## src/rtl/elevator_pkg.sv

```systemverilog
// Shared types and constants for the elevator car controller.
package elevator_pkg;

  localparam int DEF_NUM_FLOORS = 4;

  typedef enum logic [1:0] {
    IDLE      = 2'd0,
    MOVE_UP   = 2'd1,
    MOVE_DOWN = 2'd2,
    DOOR_OPEN = 2'd3
  } state_e;

  localparam logic DIR_UP   = 1'b1;
  localparam logic DIR_DOWN = 1'b0;

endpackage

```

## src/rtl/elevator_ctrl_request_register.sv

```systemverilog
// Outstanding call requests plus above/below/here reductions against the car floor.
module request_register
  import elevator_pkg::*;
#(
  parameter int NUM_FLOORS = DEF_NUM_FLOORS,
  parameter int FLOOR_W    = 2
) (
  input  logic                  clk,
  input  logic                  reset,
  input  logic [NUM_FLOORS-1:0] req,
  input  logic                  clr,
  input  logic [FLOOR_W-1:0]    clr_floor,
  input  logic [FLOOR_W-1:0]    cur_floor,
  output logic [NUM_FLOORS-1:0] pending,
  output logic                  above,
  output logic                  below,
  output logic                  here
);

  logic [NUM_FLOORS-1:0] pending_q, pending_d;

  // Clear is applied after the set so a served floor cannot re-latch on the same edge.
  always_comb begin
    pending_d = pending_q | req;
    above     = 1'b0;
    below     = 1'b0;
    here      = 1'b0;
    for (int i = 0; i < NUM_FLOORS; i++) begin
      if (clr && (i == int'(clr_floor))) pending_d[i] = 1'b0;
      if (i > int'(cur_floor)) above = above | pending_q[i];
      if (i < int'(cur_floor)) below = below | pending_q[i];
      if (i == int'(cur_floor)) here = req[i] | pending_q[i];
    end
  end

  always_ff @(posedge clk or posedge reset) begin
    if (reset) pending_q <= '0;
    else       pending_q <= pending_d;
  end

  assign pending = pending_q;

endmodule

```

## src/rtl/elevator_ctrl.sv

```systemverilog
// Elevator car controller: call servicing, motor direction and door hold via the external timer.
// state     | meaning
// IDLE      | parked, door closed, no motion
// MOVE_UP   | motor up, counting floor_tick upward
// MOVE_DOWN | motor down, counting floor_tick downward
// DOOR_OPEN | door held open until T with no reopen
module elevator_ctrl
  import elevator_pkg::*;
#(
  parameter int NUM_FLOORS = DEF_NUM_FLOORS,
  parameter int FLOOR_W    = 2
) (
  input  logic                  clk,
  input  logic                  reset,
  input  logic [NUM_FLOORS-1:0] req,
  input  logic                  floor_tick,
  input  logic                  door_reopen,
  input  logic                  T,
  output logic                  KT,
  output logic                  move_up,
  output logic                  move_down,
  output logic                  door_open,
  output logic [FLOOR_W-1:0]    cur_floor,
  output logic [NUM_FLOORS-1:0] pending
);

  localparam logic [FLOOR_W-1:0] TOP_FLOOR = FLOOR_W'(NUM_FLOORS - 1);

  state_e             state_q, state_d;
  logic               dir_q, dir_d;
  logic [FLOOR_W-1:0] floor_q, floor_d;
  logic               kt_q, kt_d;
  logic               up_q, up_d;
  logic               dn_q, dn_d;
  logic               door_q, door_d;

  logic               clr;
  logic [FLOOR_W-1:0] clr_floor;
  logic               above, below, here;

  logic [FLOOR_W-1:0] tgt;
  logic               tgt_pend, tgt_more_up, tgt_more_dn;
  state_e             go_state;
  logic               go_dir;

  request_register #(
    .NUM_FLOORS(NUM_FLOORS),
    .FLOOR_W   (FLOOR_W)
  ) u_req (
    .clk      (clk),
    .reset    (reset),
    .req      (req),
    .clr      (clr),
    .clr_floor(clr_floor),
    .cur_floor(floor_q),
    .pending  (pending),
    .above    (above),
    .below    (below),
    .here     (here)
  );

  // Arrival floor view; a request landing with the tick counts as pending there.
  always_comb begin
    tgt         = (state_q == MOVE_DOWN) ? floor_q - FLOOR_W'(1) : floor_q + FLOOR_W'(1);
    tgt_pend    = 1'b0;
    tgt_more_up = 1'b0;
    tgt_more_dn = 1'b0;
    for (int i = 0; i < NUM_FLOORS; i++) begin
      if (i == int'(tgt)) tgt_pend = pending[i] | req[i];
      if (i > int'(tgt))  tgt_more_up = tgt_more_up | pending[i] | req[i];
      if (i < int'(tgt))  tgt_more_dn = tgt_more_dn | pending[i] | req[i];
    end
  end

  always_comb begin
    go_state = IDLE;
    go_dir   = dir_q;
    if (above && (dir_q == DIR_UP || !below)) begin
      go_state = MOVE_UP;
      go_dir   = DIR_UP;
    end else if (below) begin
      go_state = MOVE_DOWN;
      go_dir   = DIR_DOWN;
    end
  end

  always_comb begin
    state_d   = state_q;
    dir_d     = dir_q;
    floor_d   = floor_q;
    kt_d      = 1'b0;
    clr       = 1'b0;
    clr_floor = floor_q;
    case (state_q)
      IDLE: begin
        if (here) begin
          state_d = DOOR_OPEN;
          kt_d    = 1'b1;
          clr     = 1'b1;
        end else begin
          state_d = go_state;
          dir_d   = go_dir;
        end
      end
      MOVE_UP: begin
        if (floor_tick && floor_q != TOP_FLOOR) begin
          floor_d = tgt;
          if (tgt_pend) begin
            state_d   = DOOR_OPEN;
            kt_d      = 1'b1;
            clr       = 1'b1;
            clr_floor = tgt;
          end else if (!tgt_more_up) begin
            state_d = IDLE;
          end
        end
      end
      MOVE_DOWN: begin
        if (floor_tick && floor_q != '0) begin
          floor_d = tgt;
          if (tgt_pend) begin
            state_d   = DOOR_OPEN;
            kt_d      = 1'b1;
            clr       = 1'b1;
            clr_floor = tgt;
          end else if (!tgt_more_dn) begin
            state_d = IDLE;
          end
        end
      end
      DOOR_OPEN: begin
        // kt_q masks a T left over from the previous timer period.
        if (here || door_reopen) begin
          kt_d = 1'b1;
          clr  = 1'b1;
        end else if (T && !kt_q) begin
          state_d = go_state;
          dir_d   = go_dir;
        end
      end
      default: state_d = IDLE;
    endcase
    up_d   = (state_d == MOVE_UP);
    dn_d   = (state_d == MOVE_DOWN);
    door_d = (state_d == DOOR_OPEN);
  end

  always_ff @(posedge clk or posedge reset) begin
    if (reset) begin
      state_q <= IDLE;
      dir_q   <= DIR_UP;
      floor_q <= '0;
      kt_q    <= 1'b0;
      up_q    <= 1'b0;
      dn_q    <= 1'b0;
      door_q  <= 1'b0;
    end else begin
      state_q <= state_d;
      dir_q   <= dir_d;
      floor_q <= floor_d;
      kt_q    <= kt_d;
      up_q    <= up_d;
      dn_q    <= dn_d;
      door_q  <= door_d;
    end
  end

  assign KT        = kt_q;
  assign move_up   = up_q;
  assign move_down = dn_q;
  assign door_open = door_q;
  assign cur_floor = floor_q;

endmodule

```

## config.mk

```make
export PLATFORM = sky130hd
export DESIGN_NAME = elevator_ctrl
export DESIGN_NICKNAME = d
export VERILOG_FILES = /design/src/rtl/elevator_pkg.sv /design/src/rtl/elevator_ctrl_request_register.sv /design/src/rtl/elevator_ctrl.sv
export SDC_FILE = /design/constraint.sdc
export NUM_CORES = 1
export LEC_CHECK = 0
export CAP_MARGIN = 15
export CORE_MARGIN = 2
export CORE_UTILIZATION = 54
export CTS_BUF_LIST = sky130_fd_sc_hd__clkbuf_8
export DETAILED_ROUTE_END_ITERATION = 8
export PLACE_DENSITY = 0.92
export SYNTH_ARGS = -nofsm -noshare
export SYNTH_HDL_FRONTEND = slang
export SYNTH_SLANG_ARGS = --single-unit
```

## constraint.sdc

```tcl
create_clock -name clk -period 3.3 [get_ports clk]
set_clock_uncertainty 0.15 [all_clocks]
set_input_delay 0.66 -clock clk [delete_from_list [all_inputs] [get_ports clk]]
set_output_delay 0.66 -clock clk [all_outputs]
set_load 0.1 [all_outputs]
```

* After elaboration in Yosys (flattened, before gate mapping)
Cells that the tools add are included.
Cells by class: reduce and logical (&&, ||, !) cells 21, $add $sub $neg 2, equal/unequal tests 21, bitwise operators 17, mux-type cells 56, $lt $le $gt $ge 12
Operators by type and width (number):
- 1-bit two-way mux | 34
- 2-bit two-way mux | 17
- 1-bit bitwise OR | 16
- 2-bit equality test (first input constant) | 6
- 2-bit != test (second input constant) | 5
- 2-bit equality test (second input constant) | 4
- 2-bit greater-than comparator (first input constant) | 4
- 1-bit logical AND | 8
- 2-bit zero test | 4
- 1-bit by 2-bit < comparator with 1-bit output (first input constant) | 4
- 2-bit one-hot mux with 2 select lines | 2
- 2-bit one-hot mux with 4 select lines | 1
- 1-bit by 2-bit equality test with 1-bit output (first input constant) | 3
- 2-bit nonzero test | 3
- 2-bit by 1-bit equality test with 1-bit output (second input constant) | 2
- 1-bit by 2-bit greater-than comparator with 1-bit output (first input constant) | 2
- 2-bit < comparator (first input constant) | 2
- 4-bit bitwise OR | 1
- 1-bit one-hot mux with 4 select lines | 1
- 4-bit AND reduction | 1
- 3-bit AND reduction | 1
- 2-bit by 1-bit adder with 2-bit output (second input constant) | 1
- 1-bit zero test | 2
- 1-bit logical OR | 2
- other kinds (3) | 3
Word-level totals: output and inout port bits 10, flip-flop bits (word level) 13, bits of input ports 9

* Longest topological paths before layout
Gate-level depths: netlist of the first run.
depth in word-level cells 15, mapped depth 8, mapped depth without buffers 8

* Modules after synthesis
Synthesis of the first run repeated with hierarchy kept, for this count alone.
Second synthesis, totals: cells, all modules 132, area, all modules 1122.3 sq um
Modules (own cells, without submodules):
- elevator_ctrl | cells each 105, sequential area each 226.5 sq um, instances 1, area each 905.9 sq um
- request_register | cells each 27, sequential area each 100.1 sq um, instances 1, area each 216.5 sq um

* Worst setup path after synthesis of the first run
Ideal clock, no wire load.
path type flip-flop to flip-flop, from reg floor_q[0], in the netlist cur_floor[0], to reg dn_q, in the netlist move_down, setup slack 2 ps, arrival time 3019 ps, setup time 129 ps, cell stages (with the launch flop) 8, required time 3021 ps, path through dfrtp_1 > inv_1 > ha_1 > xor2_2 > mux4_2 > o21ai_0 > o32ai_2 > nor2b_1
Between the ends: cells in the longest elaborated chain, start to end 15
RTL lines:
- start: declaration | RTL line elevator_ctrl.sv:31 | logic [FLOOR_W-1:0] floor_q, floor_d;
- start signal: assignment | RTL line elevator_ctrl.sv:160 | floor_q <= floor_d;
- 2-bit by 1-bit adder with 2-bit output or 2-bit by 1-bit subtractor with 2-bit output (tied branches) | RTL line elevator_ctrl.sv:64 | tgt = (state_q == MOVE_DOWN) ? floor_q - FLOOR_W'(1) : floor_q + FLOOR_W'(1);
- 2-bit two-way mux | RTL line elevator_ctrl.sv:64
- 1-bit by 2-bit < comparator with 1-bit output or 1-bit by 2-bit greater-than comparator with 1-bit output (tied branches) | RTL line elevator_ctrl.sv:71, elevator_ctrl.sv:70
- 1-bit two-way mux, on equally long branches | RTL line elevator_ctrl.sv:71, elevator_ctrl.sv:70
- 1-bit bitwise OR, on equally long branches (2 in a row) | RTL line elevator_ctrl.sv:71, elevator_ctrl.sv:70
- 1-bit two-way mux, on equally long branches | RTL line elevator_ctrl.sv:71, elevator_ctrl.sv:70
- 1-bit bitwise OR, on equally long branches (2 in a row) | RTL line elevator_ctrl.sv:71, elevator_ctrl.sv:70
- 1-bit two-way mux, on equally long branches | RTL line elevator_ctrl.sv:71, elevator_ctrl.sv:70
- 2-bit two-way mux, on equally long branches | RTL line elevator_ctrl.sv:126, elevator_ctrl.sv:113
- 2-bit two-way mux, on equally long branches | RTL line elevator_ctrl.sv:121, elevator_ctrl.sv:108
- 2-bit two-way mux, on equally long branches | RTL line elevator_ctrl.sv:119, elevator_ctrl.sv:106
- 2-bit one-hot mux with 4 select lines (*) | RTL line elevator_ctrl.sv:94 | case (state_q)
- 2-bit equality test (*) | RTL line elevator_ctrl.sv:144 | dn_d = (state_d == MOVE_DOWN);
- net dn_d | RTL line elevator_ctrl.sv:34 | logic dn_q, dn_d;
- end signal: assignment | RTL line elevator_ctrl.sv:163 | dn_q <= dn_d;
- end: declaration | RTL line elevator_ctrl.sv:34
The timed path passes the listed nets; every way through them passes the cells marked *. A chain may end at the register's enable or synchronous reset.

* Final worst setup path of the first run
from reg floor_q[1], in the netlist cur_floor[1], to reg dn_q, in the netlist move_down
The elaborated chain is that of the path after synthesis.

==> impl_metrics.env, run 1 <==
export IMPL_outcome="finished clean"
export IMPL_max_slew_worst_pin_slew_ns=0.811
export IMPL_grt_antenna_before_repair=0
export IMPL_drt_initial_drc_count=79
export IMPL_die_y_um=48.9
export IMPL_dr_pass1_iters=4
export IMPL_cts_root_buf="clkbuf_8"
export IMPL_avgSynthCellArea_um2=8.86
export IMPL_slew_headroom=0.453
export IMPL_synth_fp_nets=142
export IMPL_worstPathArrival_ns=2.96
export IMPL_worstSetupPathType="flop to flop"
export IMPL_start_util=0.561
export IMPL_numPortBuffers=18
export IMPL_fin_crit_ns=2.99
export IMPL_synthTopCellsByArea="dfrtp_1, ha_1, o21ai_0"
export IMPL_yosysSeqAreaShare=0.300
export IMPL_synthDistinctLibCells=40
export IMPL_maxClockFrequency_mhz=335
export IMPL_cp_start_kind="flop"
export IMPL_grt_pass1_vias=1081
export IMPL_synth_top_area_frac=0.276
export IMPL_slew_viol_final=0
export IMPL_cp_slowest_stage_delay_ns=0.51
export IMPL_via_per_inst=6.31
export IMPL_ys_warn_count=0
export IMPL_hp_start="dir_q"
export IMPL_startpoint="cur_floor[1]"
export IMPL_cts_tree="yes"
export IMPL_hold_violations=0
export IMPL_htree_levels=1
export IMPL_grt_remaining_overflow=0
export IMPL_endpoint_kind="flop"
export IMPL_track_usage=0.261
export IMPL_fillers=147
export IMPL_insertion_delay_ns=0.25
export IMPL_synth_edff_count=0
export IMPL_die_area_um2=2390
export IMPL_grt_pass1_wl_mm=4.83
export IMPL_hold_buffers=0
export IMPL_ys_seq_elements=13
export IMPL_wl_per_cell_um=16.8
export IMPL_async_flop_share=1.00
export IMPL_final_setup_tns_ns=0
export IMPL_cts_resized=0
export IMPL_cap_violations=0
export IMPL_antennaDiodeCount=0
export IMPL_r2r_start="cur_floor[1]"
export IMPL_crit_fanout=8
export IMPL_rsz0062_at_grt="no"
export IMPL_crit_slowest_cell="dfrtp_1"
export IMPL_yosys_area_top_type="dfrtp_1"
export IMPL_grt_max_degree=15
export IMPL_clk_path_buf_depth=2
export IMPL_multiInputGateArea_um2=713
export IMPL_syn_inst=123
export IMPL_setup_violations=0
export IMPL_worstPathRequired_ns=3.28
export IMPL_instances_no_fill=175
export IMPL_hpwl_mm=2.19
export IMPL_hold_class="flop to flop"
export IMPL_num_rows=16
export IMPL_netlist_area_um2=1090
export IMPL_postRouteAntennaNets=0
export IMPL_path_clk_slew_ns=0.06
export IMPL_drt_wl_total_mm=2.95
export IMPL_synth_flop_cell="dfrtp_1"
export IMPL_fin_crit_sh=0.905
export IMPL_cts_setup_buffers=0
export IMPL_area_growth_syn_to_layout_pct=23.8
export IMPL_coreArea_um2=1940
export IMPL_pin_count=19
export IMPL_drcViolationCount=0
export IMPL_regArea_um2=327
export IMPL_cts_made_buffers=3
export IMPL_placed_cells=171
export IMPL_synthTopCellsByCount="dfrtp_1, inv_1, nor2_1, o21ai_0, ha_1"
export IMPL_nets=168
export IMPL_cp_cell_sequence="inv_1, ha_1, xor2_2, mux4_2, o21ai_0, o32ai_2, nor2b_1"
export IMPL_drive_above_1_share=0.169
export IMPL_fin_util=0.695
export IMPL_gp_congestion=0.934
export IMPL_die_x_um=48.9
export IMPL_vias=1105
export IMPL_cts_sinks=13
final timing paths:
kind | slack (ns) | depth (start not counted) | to
worst max-delay path | 0.31 | 7 | move_down
worst min-delay path | 0.34 | 2 | dir_q
worst max register to register | 0.31 | 7 | move_down
worst min register to register | 0.34 | 2 | dir_q
max in group asynchronous | 2.07 | 2 | dir_q
min in group asynchronous | 0.58 | 2 | state_q[0]
sequential cells by signal, indices dropped and copies added (netlist names):
name,cells
state_q,2
move_up,1
move_down,1
u_req.pending,4
dir_q,1
KT,1
door_open,1
cur_floor,2
through the flow:
stage,instance area [um^2],hold slack [ns],worst slack [ns]
floorplan,1090,0.311,0.00177
global route,1350,0.372,0.196
CTS,1350,0.342,0.369
global placement,1300,0.326,0.458
finish,1350,0.340,0.313
detailed placement,1300,0.333,0.347
layout make-up:
type / count / area share
clock buffers: 3 / 0.0306
clock inverters: 1 / 0.00278
inverters: 12 / 0.0334
multi-input cells: 97 / 0.529
flip-flops and latches: 13 / 0.242
well taps: 27 / 0.0250
repair buffers: 22 / 0.137
layer usage:
metal | global-route usage | vias up | share of wire
met2 | 0.406 | 82 | 0.47
met5 | 0 | - | 0
met3 | 0.0521 | 9 | 0.089
met1 | 0.349 | 511 | 0.42
li1 | - | 503 | -
met4 | 0.124 | 0 | 0.025
worst max-delay path: cells and delay by family (launching register included):
kind,cells,cell delay [ns]
flops,1,0.51
mux,1,0.43
compound gates,2,0.71
simple gates,1,0.18
xor+xnor,1,0.37
buf+inv,1,0.15
fa+ha+maj,1,0.36
logic make-up after synthesis:
group / synth area share
mux: 0.0298
buf+inv: 0.0459
xor+xnor: 0.0230
flops: 0.300
fa+ha+maj: 0.115
compound gates: 0.330
simple gates: 0.157
layout by cell type (no fill, tap or decap), types with 3 or more instances in the layout:
cell type	netlist	layout
a221oi_1	4	4
dfrtp_1	12	12
nor2_1	11	11
ha_1	10	10
nand2_1	7	7
a32oi_1	4	4
a21oi_1	7	7
nor2b_1	6	6
inv_1	12	13
o21ai_0	11	11
nor3_1	3	3
clkdlybuf4s50_1	0	8
buf_4	0	14
clkbuf_8	0	3
Power of run 1 is left out: the tool's default activity adds up to more than one toggle a clock period on the data nets, which glitch-free logic cannot reach.
==> inputs of run 2 (changes only) <==
- GPL_ROUTABILITY_DRIVEN: not set -> 1
==> results of run 2 <==
No change in the layout: final DEF, timing and power equal those of run 1.
Power of run 2 is left out for the same reason.
==> inputs of run 3 (changes only) <==
- CORE_UTILIZATION: 54 -> 40
- PLACE_DENSITY: 0.92 -> 0.74
==> run 3 against run 2 <==
First-iteration DRC count fell by 38%. Hold slack got worse by 0.0050 ns. Core utilization fell by 16 points. Die area rose by 32%. Final area rose by 0.28%. Sequential share of layout area fell by 0.067 points. Wire length fell by 3.9%.
==> impl_metrics.env, run 3 (synthesis gave the netlist of run 1 again) <==
export IMPL_outcome="finished clean"
export IMPL_via_per_inst=5.90
export IMPL_numPortBuffers=18
export IMPL_drive_above_1_share=0.169
export IMPL_hold_class="flop to flop"
export IMPL_die_x_um=56.2
export IMPL_max_slew_worst_pin_slew_ns=0.729
export IMPL_antennaDiodeCount=0
export IMPL_fin_crit_sh=0.876
export IMPL_crit_fanout=8
export IMPL_drcViolationCount=0
export IMPL_postRouteAntennaNets=0
export IMPL_fin_crit_ns=2.89
export IMPL_drt_initial_drc_count=49
export IMPL_cts_resized=0
export IMPL_worstPathArrival_ns=2.87
export IMPL_track_usage=0.196
export IMPL_slew_viol_final=0
export IMPL_coreArea_um2=2520
export IMPL_cap_violations=0
export IMPL_clk_path_buf_depth=2
export IMPL_cts_made_buffers=3
export IMPL_die_y_um=56.2
export IMPL_final_setup_tns_ns=0
export IMPL_insertion_delay_ns=0.25
export IMPL_hold_buffers=0
export IMPL_worstSetupPathType="flop to flop"
export IMPL_grt_max_degree=15
export IMPL_hold_violations=0
export IMPL_hpwl_mm=2.15
export IMPL_grt_pass1_vias=1035
export IMPL_cts_root_buf="clkbuf_8"
export IMPL_endpoint_kind="flop"
export IMPL_num_rows=18
export IMPL_pin_count=19
export IMPL_maxClockFrequency_mhz=346
export IMPL_area_growth_syn_to_layout_pct=24.1
export IMPL_die_area_um2=3160
export IMPL_worstPathRequired_ns=3.28
export IMPL_largest_reg_flops=4
export IMPL_cts_sinks=13
export IMPL_setup_violations=0
export IMPL_cts_tree="yes"
export IMPL_nets=168
export IMPL_drt_wl_total_mm=2.83
export IMPL_rsz0062_at_grt="no"
export IMPL_vias=1051
export IMPL_path_clk_slew_ns=0.06
export IMPL_slew_headroom=0.509
export IMPL_start_util=0.432
export IMPL_fillers=244
export IMPL_cp_start_kind="flop"
export IMPL_final_cell_mix="buf_4, inv_1, dfrtp_1"
export IMPL_final_common_cell="buf_4"
export IMPL_dr_pass1_iters=4
export IMPL_grt_remaining_overflow=0
export IMPL_htree_levels=1
export IMPL_grt_pass1_wl_mm=4.80
export IMPL_gp_congestion=0.954
export IMPL_cts_setup_buffers=0
export IMPL_grt_antenna_before_repair=0
export IMPL_wl_per_cell_um=15.9
[run 3: critical path, cell delays in order (launching register included)]
cell	delay, ns
dfrtp_1	0.52
inv_1	0.14
ha_1	0.37
xor2_2	0.36
mux4_2	0.43
o21ai_0	0.44
o32ai_2	0.19
nor2b_1	0.17
[run 3: area by class of cell]
class	instances	area, um^2	share of cell area
inverters	12	45.0	0.0333
well taps	30	37.5	0.0278
repair buffers	22	185	0.137
flip-flops and latches	13	327	0.241
multi-input cells	97	713	0.527
clock buffers	3	41.3	0.0305
clock inverters	1	3.75	0.00278
[run 3: per-stage QoR]
step,setup WS (ns),utilization,std cells,area (um^2),hold slack (ns)
after floorplan,0.00177,-,123,1090,0.311
after global placement,0.448,0.518,174,1310,0.327
after detailed placement,0.422,0.518,174,1310,0.331
after CTS,0.435,0.536,178,1350,0.340
after global routing,0.266,0.536,178,1350,0.380
final,0.408,0.536,178,1350,0.335
[run 3: worst paths after layout]
path	end	cells past startpoint	slack, ns	startpoint
worst min register to register	dir_q	2	0.33	dir_q
worst max-delay path	move_down	7	0.41	cur_floor[1]
max in group asynchronous	dir_q	2	2.04	reset
worst min-delay path	dir_q	2	0.33	dir_q
min in group asynchronous	move_up	2	0.60	reset
worst max register to register	move_down	7	0.41	cur_floor[1]
[run 3: layer usage]
metal  vias up  GRT usage  part of all wire
met5         -          0                 0
met1       506      0.276              0.48
met4         0      0.105             0.025
li1        505          -                 -
met3         6     0.0302             0.045
met2        34      0.286              0.45
Power of run 3 is left out for the same reason.
==> RTL change 1: new RTL, config.mk and constraints of run 1 <==
Reset style: synchronous (`reset`), changed in 2 clocked blocks.
--- a/src/rtl/elevator_ctrl_request_register.sv
+++ b/src/rtl/elevator_ctrl_request_register.sv
@@ -34,5 +34,5 @@
   end
 
-  always_ff @(posedge clk or posedge reset) begin
+  always_ff @(posedge clk) begin
     if (reset) pending_q <= '0;
     else       pending_q <= pending_d;
--- a/src/rtl/elevator_ctrl.sv
+++ b/src/rtl/elevator_ctrl.sv
@@ -146,5 +146,5 @@
   end
 
-  always_ff @(posedge clk or posedge reset) begin
+  always_ff @(posedge clk) begin
     if (reset) begin
       state_q <= IDLE;
Behaviour: differs if reset is asserted again (counterexample within 4 cycles, from zero or initial values and one cycle with reset high); with reset held inactive, the same outputs for 10 cycles.
==> RTL change 1 against run 1 <==
Worst setup slack improved by 0.22 ns. Synthesized area down 5.6%. Via count decreased by 0.90%. Cell area decreased by 6.7%. Sequential cell count unchanged. Routed wire length fell by 1.7%. Core utilization increased by 1.9 points. Fmax rose by 7.8%.
Power is not shown: default switching activity piles up to over one toggle a cycle in this logic, so the estimate is an artifact.
==> RTL change 1: results (changes against run 1) <==
.. list-table::
   :header-rows: 1

   * - Metric
     - Value
   * - Status
     - completed (unchanged)
   * - Largest net degree at the start of global routing
     - 12 (was 15)
   * - First-pass detailed-route iteration total
     - 5 (was 4)
   * - Launch point of the worst reg-to-reg path
     - cur_floor[1]$_SDFFE_PP0P_ (was cur_floor[1]$_DFFE_PP0P_)
   * - Worst reg2reg setup slack
     - 0.53 ns (was 0.31 ns)
   * - Share of final-layout standard cells stronger than drive strength 1
     - 0.139 (was 0.169)
   * - Cell type of the slowest stage on the worst timing path
     - dfxtp_1 (was dfrtp_1)
   * - Total Routed Length
     - 2900 µm (was 2950 µm)
   * - Slew HR
     - 0.523 (was 0.453)
   * - Synth unique cells
     - 44 (was 40)
   * - Endpoint with the worst hold slack
     - dir_q$_SDFFE_PP1P_ (was dir_q$_DFFE_PP1P_)
   * - Dpl hpwl
     - 2100 µm (was 2190 µm)
   * - Timing endpoint of the critical path
     - u_req.pending[3]$_SDFF_PP0_ (was move_down$_DFF_PP0_)
   * - First-pass GRT wire length
     - 4440 µm (was 4830 µm)
   * - Biggest fanout along the worst timing path
     - 7 (was 8)
   * - Met1 Use GR
     - 0.405 (was 0.349)
   * - Number of DRC markers in iteration 0
     - 78 (was 79)
   * - Post-synth ARST share
     - 0 (was 1.00)
   * - Fin nets
     - 164 (was 168)
   * - Most used DFF post-synth
     - dfxtp_1 (was dfrtp_1)
   * - Largest cells by area after synthesis
     - dfxtp_1 25%, ha_1 12%, a21oi_1 5.4% (was dfrtp_1 28%, ha_1 11%, o21ai_0 5.1%)
   * - Met3 usage
     - 0.0415 (was 0.0521)
   * - Average via count per standard cell
     - 6.48 (was 6.31)
   * - Total GRT Usage
     - 0.285 (was 0.261)
   * - Reg2reg path depth
     - 8 (was 7)
-- RTL change 1: cell count changes after synthesis, sizes merged, moves of 3 or more --
cell	run 1	this run
a32oi	4	0
inv	12	7
a21oi	7	11
a311oi	0	5
a221oi	4	1
dfxtp	0	13
dfrtp	12	0
o21ai	12	7
-- RTL change 1: layer usage --
layer / routed length (µm) / vias up
met1: 1220 / 507
li1: - / 505
met5: 0 / -
met4: 53 / 0
met3: 291 / 10
met2: 1330 / 73
-- RTL change 1: stage by stage --
step           instances  worst slack [ns]  utilization
2_1_floorplan        123            0.0157            -
3_3_place_gp         165             0.515        0.688
3_5_place_dp         165             0.484        0.688
4_1_cts              169             0.591        0.713
5_1_grt              169             0.407        0.713
6_report             169             0.528        0.713
-- RTL change 1: final cells by class --
class / count / area (µm²)
Tap cell: 25 / 31.3
Clock inverter: 1 / 3.75
Sequential cell: 13 / 260
Inverter: 7 / 26.3
Multi-Input combinational cell: 101 / 733
Fill cell: 155 / 505
Clock buffer: 3 / 41.3
Timing Repair Buffer: 19 / 163
-- RTL change 1: worst max-delay path, delay by kind of cell, from the launching register on --
kind            cells  cell delay (ns)
fa+ha+maj           1             0.38
simple gates        2             0.42
xor+xnor            1             0.31
flops               1             0.44
mux                 1             0.37
compound gates      2             0.38
buf+inv             1             0.17
-- RTL change 1: cell families after synthesis --
family,after synthesis,share of synthesized area
buffers and inverters,9,0.0341
adders and majority gates,10,0.122
AOI/OAI and AO/OA,47,0.325
muxes,2,0.0316
xor gates and xnor gates,2,0.0243
and+or+nand+nor,40,0.210
DFF,13,0.253
==> RTL change 2: new RTL, config.mk and constraints of run 1 <==
Without the edit above. `DEF_NUM_FLOORS`: 4 -> 2.
--- a/src/rtl/elevator_pkg.sv
+++ b/src/rtl/elevator_pkg.sv
@@ -2,5 +2,5 @@
 package elevator_pkg;
 
-  localparam int DEF_NUM_FLOORS = 4;
+  localparam int DEF_NUM_FLOORS = 2;
 
   typedef enum logic [1:0] {
Ports: changed (resized pending and req); port bits go from 19 to 15. No check against the original RTL was run, so the function may have changed too.
==> RTL change 2 against run 1 <==
Sequential cell count shrank 2. Routed wire length fell by 38%. Worst hold slack improved by 0.015 ns. Worst setup slack improved by 0.51 ns. Cell area shrank 25%. First-iteration DRC count down 68%. Core utilization down 1.5 points. Synthesized cell count decreased by 20%. Synthesized area decreased by 23%. Highest routed layer is now met3.
Power is left out: the tool's default activity adds up to more than one toggle a clock period on the data nets, which glitch-free logic cannot reach.
==> RTL change 2: results (changes against run 1) <==
.. list-table::
   :header-rows: 1

   * - Metric
     - Value
   * - Status
     - completed (unchanged)
   * - Least-Margin Pin Slew
     - 0.416 ns (was 0.811 ns)
   * - Biggest fanout along the worst timing path
     - 11 (was 8)
   * - Dpl hpwl
     - 1460 µm (was 2190 µm)
   * - Endpoint of the most critical register-to-register path
     - u_req.pending[1]$_DFF_PP0_ (was move_down$_DFF_PP0_)
   * - Hold Path Class
     - reg2reg (unchanged)
   * - Worst-Skew Late Latency
     - around 0.24 ns
   * - Post-synth top cells
     - 12 x nor2_1, 11 x nand2_1, 10 x dfrtp_1, 9 x inv_1, 7 x ha_1 (was 12 x dfrtp_1, 12 x inv_1, 11 x nor2_1, 11 x o21ai_0, 10 x ha_1)
   * - Synthesis Warnings
     - 0 (unchanged)
   * - Arrival time reported for the critical path endpoint
     - 2.49 ns (was 2.96 ns)
   * - Fin nets
     - 130 (was 168)
   * - Endpoint with the worst hold slack
     - dir_q$_DFFE_PP1P_ (unchanged)
   * - Most used DFF post-synth
     - dfrtp_1 (unchanged)
   * - Sequential element share of the synthesized area
     - 0.329 (was 0.300)
   * - Number of DRC markers in iteration 0
     - 25 (was 79)
   * - Reg2reg path depth
     - 8 (was 7)
   * - Launch point of the worst reg-to-reg path
     - cur_floor[0]$_DFFE_PP0P_ (was cur_floor[1]$_DFFE_PP0P_)
   * - RD Place Congestion
     - 0.825 (was 0.934)
   * - Number of synthesized flops with an enable pin
     - 0 (unchanged)
   * - Critical path's top delay family
     - compound AO/OA/AOI/OAI gates (unchanged)
   * - Largest net degree at the start of global routing
     - 12 (was 15)
   * - Worst reg2reg setup slack
     - 0.82 ns (was 0.31 ns)
   * - Total GRT Usage
     - 0.219 (was 0.261)
   * - Number of instances on the worst hold path
     - 2 (unchanged)
   * - Delay of the slowest cell on the worst path
     - 0.57 ns (was 0.51 ns)
   * - Fill cell count
     - 114 (was 147)
   * - Vias in the first global route
     - 716 (was 1,081)
   * - Cell type of the slowest stage on the worst timing path
     - dfrtp_1 (unchanged)
   * - Final hold viol count
     - 0 (unchanged)
   * - Share of final-layout standard cells stronger than drive strength 1
     - 0.165 (was 0.169)
   * - Synth unique cells
     - 37 (was 40)
   * - Antenna Nets Post-Route
     - 0 (unchanged)
   * - Total Routed Length
     - 1840 µm (was 2950 µm)
   * - Synth Net Count
     - 113 (was 142)
   * - Largest cells by area after synthesis
     - dfrtp_1 30%, ha_1 10%, nor2_1 5.4% (was dfrtp_1 28%, ha_1 11%, o21ai_0 5.1%)
   * - Max-cap violations
     - 0 (unchanged)
   * - First-pass GRT wire length
     - 3070 µm (was 4830 µm)
   * - Pre-CTS setup slack
     - 0.724 ns (was 0.347 ns)
   * - Average via count per standard cell
     - 5.85 (was 6.31)
   * - PortBufs
     - 14 (was 18)
   * - Resized cells post-CTS
     - 0 (unchanged)
-- RTL change 2: cell types whose count changed after synthesis, sizes merged, moves of 4 or more --
| cell | run 1 | this run |
|---|---|---|
| o21ai | 12 | 8 |
| o22ai | 0 | 4 |
| nor2b | 6 | 1 |
| a221oi | 4 | 0 |
| nand2 | 7 | 11 |
-- RTL change 2: cell type report --
cell class,count,area [µm²],share of cell area
tap,16,20.0,0.0198
timing repair buffer,14,120,0.119
inverter,11,41.3,0.0408
clock buffer,3,41.3,0.0408
clock inverter,1,3.75,0.00371
sequential,11,277,0.273
multi-input combinational,75,509,0.503
-- RTL change 2: routing by layer --
layer / global-route usage / up-vias / share of wire / routed length, µm
met5: 0 / - / 0 / 0
met4: 0.0606 / 0 / 0 / 0
met3: 0.0625 / 0 / 0.073 / 135
met2: 0.358 / 31 / 0.49 / 905
met1: 0.285 / 353 / 0.43 / 796
li1: - / 383 / - / -
-- RTL change 2: how the worst max path moves through the flow --
stage | to | from | slack (ns) | depth (start not counted)
6_report | u_req.pending[1]$_DFF_PP0_ | cur_floor[0]$_DFFE_PP0P_ | 0.82 | 8
3_3_place_gp | move_down$_DFF_PP0_ | T | 0.75 | 8
3_5_place_dp | door_open$_DFF_PP0_ | T | 0.72 | 7
5_1_grt | u_req.pending[1]$_DFF_PP0_ | cur_floor[0]$_DFFE_PP0P_ | 0.64 | 8
2_1_floorplan | u_req.pending[1]$_DFF_PP0_ | cur_floor[0]$_DFFE_PP0P_ | 0.41 | 9
4_1_cts | u_req.pending[1]$_DFF_PP0_ | cur_floor[0]$_DFFE_PP0P_ | 0.83 | 8
-- RTL change 2: cell families after synthesis --
group | after synthesis | synth area share
fa+ha+maj | 8 | 0.118
mux | 2 | 0.0238
simple gates | 31 | 0.171
xor+xnor | 2 | 0.0209
buf+inv | 13 | 0.0641
flops | 11 | 0.329
compound gates | 32 | 0.273
-- RTL change 2: tightest hold or removal path, delay by kind of cell, from the launching register on --
| family | cells | cell delay [ns] |
|---|---|---|
| AOI/OAI and AO/OA | 1 | 0.07 |
| and+or+nand+nor | 1 | 0.05 |
| DFF | 1 | 0.38 |
-- RTL change 2: stage by stage --
step | area (µm²) | hold WS [ns] | util | std cells
after global placement | 967 | 0.343 | 0.650 | 127
after CTS | 1010 | 0.357 | 0.680 | 131
after floorplan | 840 | 0.323 | - | 99
final | 1010 | 0.355 | 0.680 | 131
after detailed placement | 967 | 0.350 | 0.650 | 127
after global routing | 1010 | 0.402 | 0.680 | 131
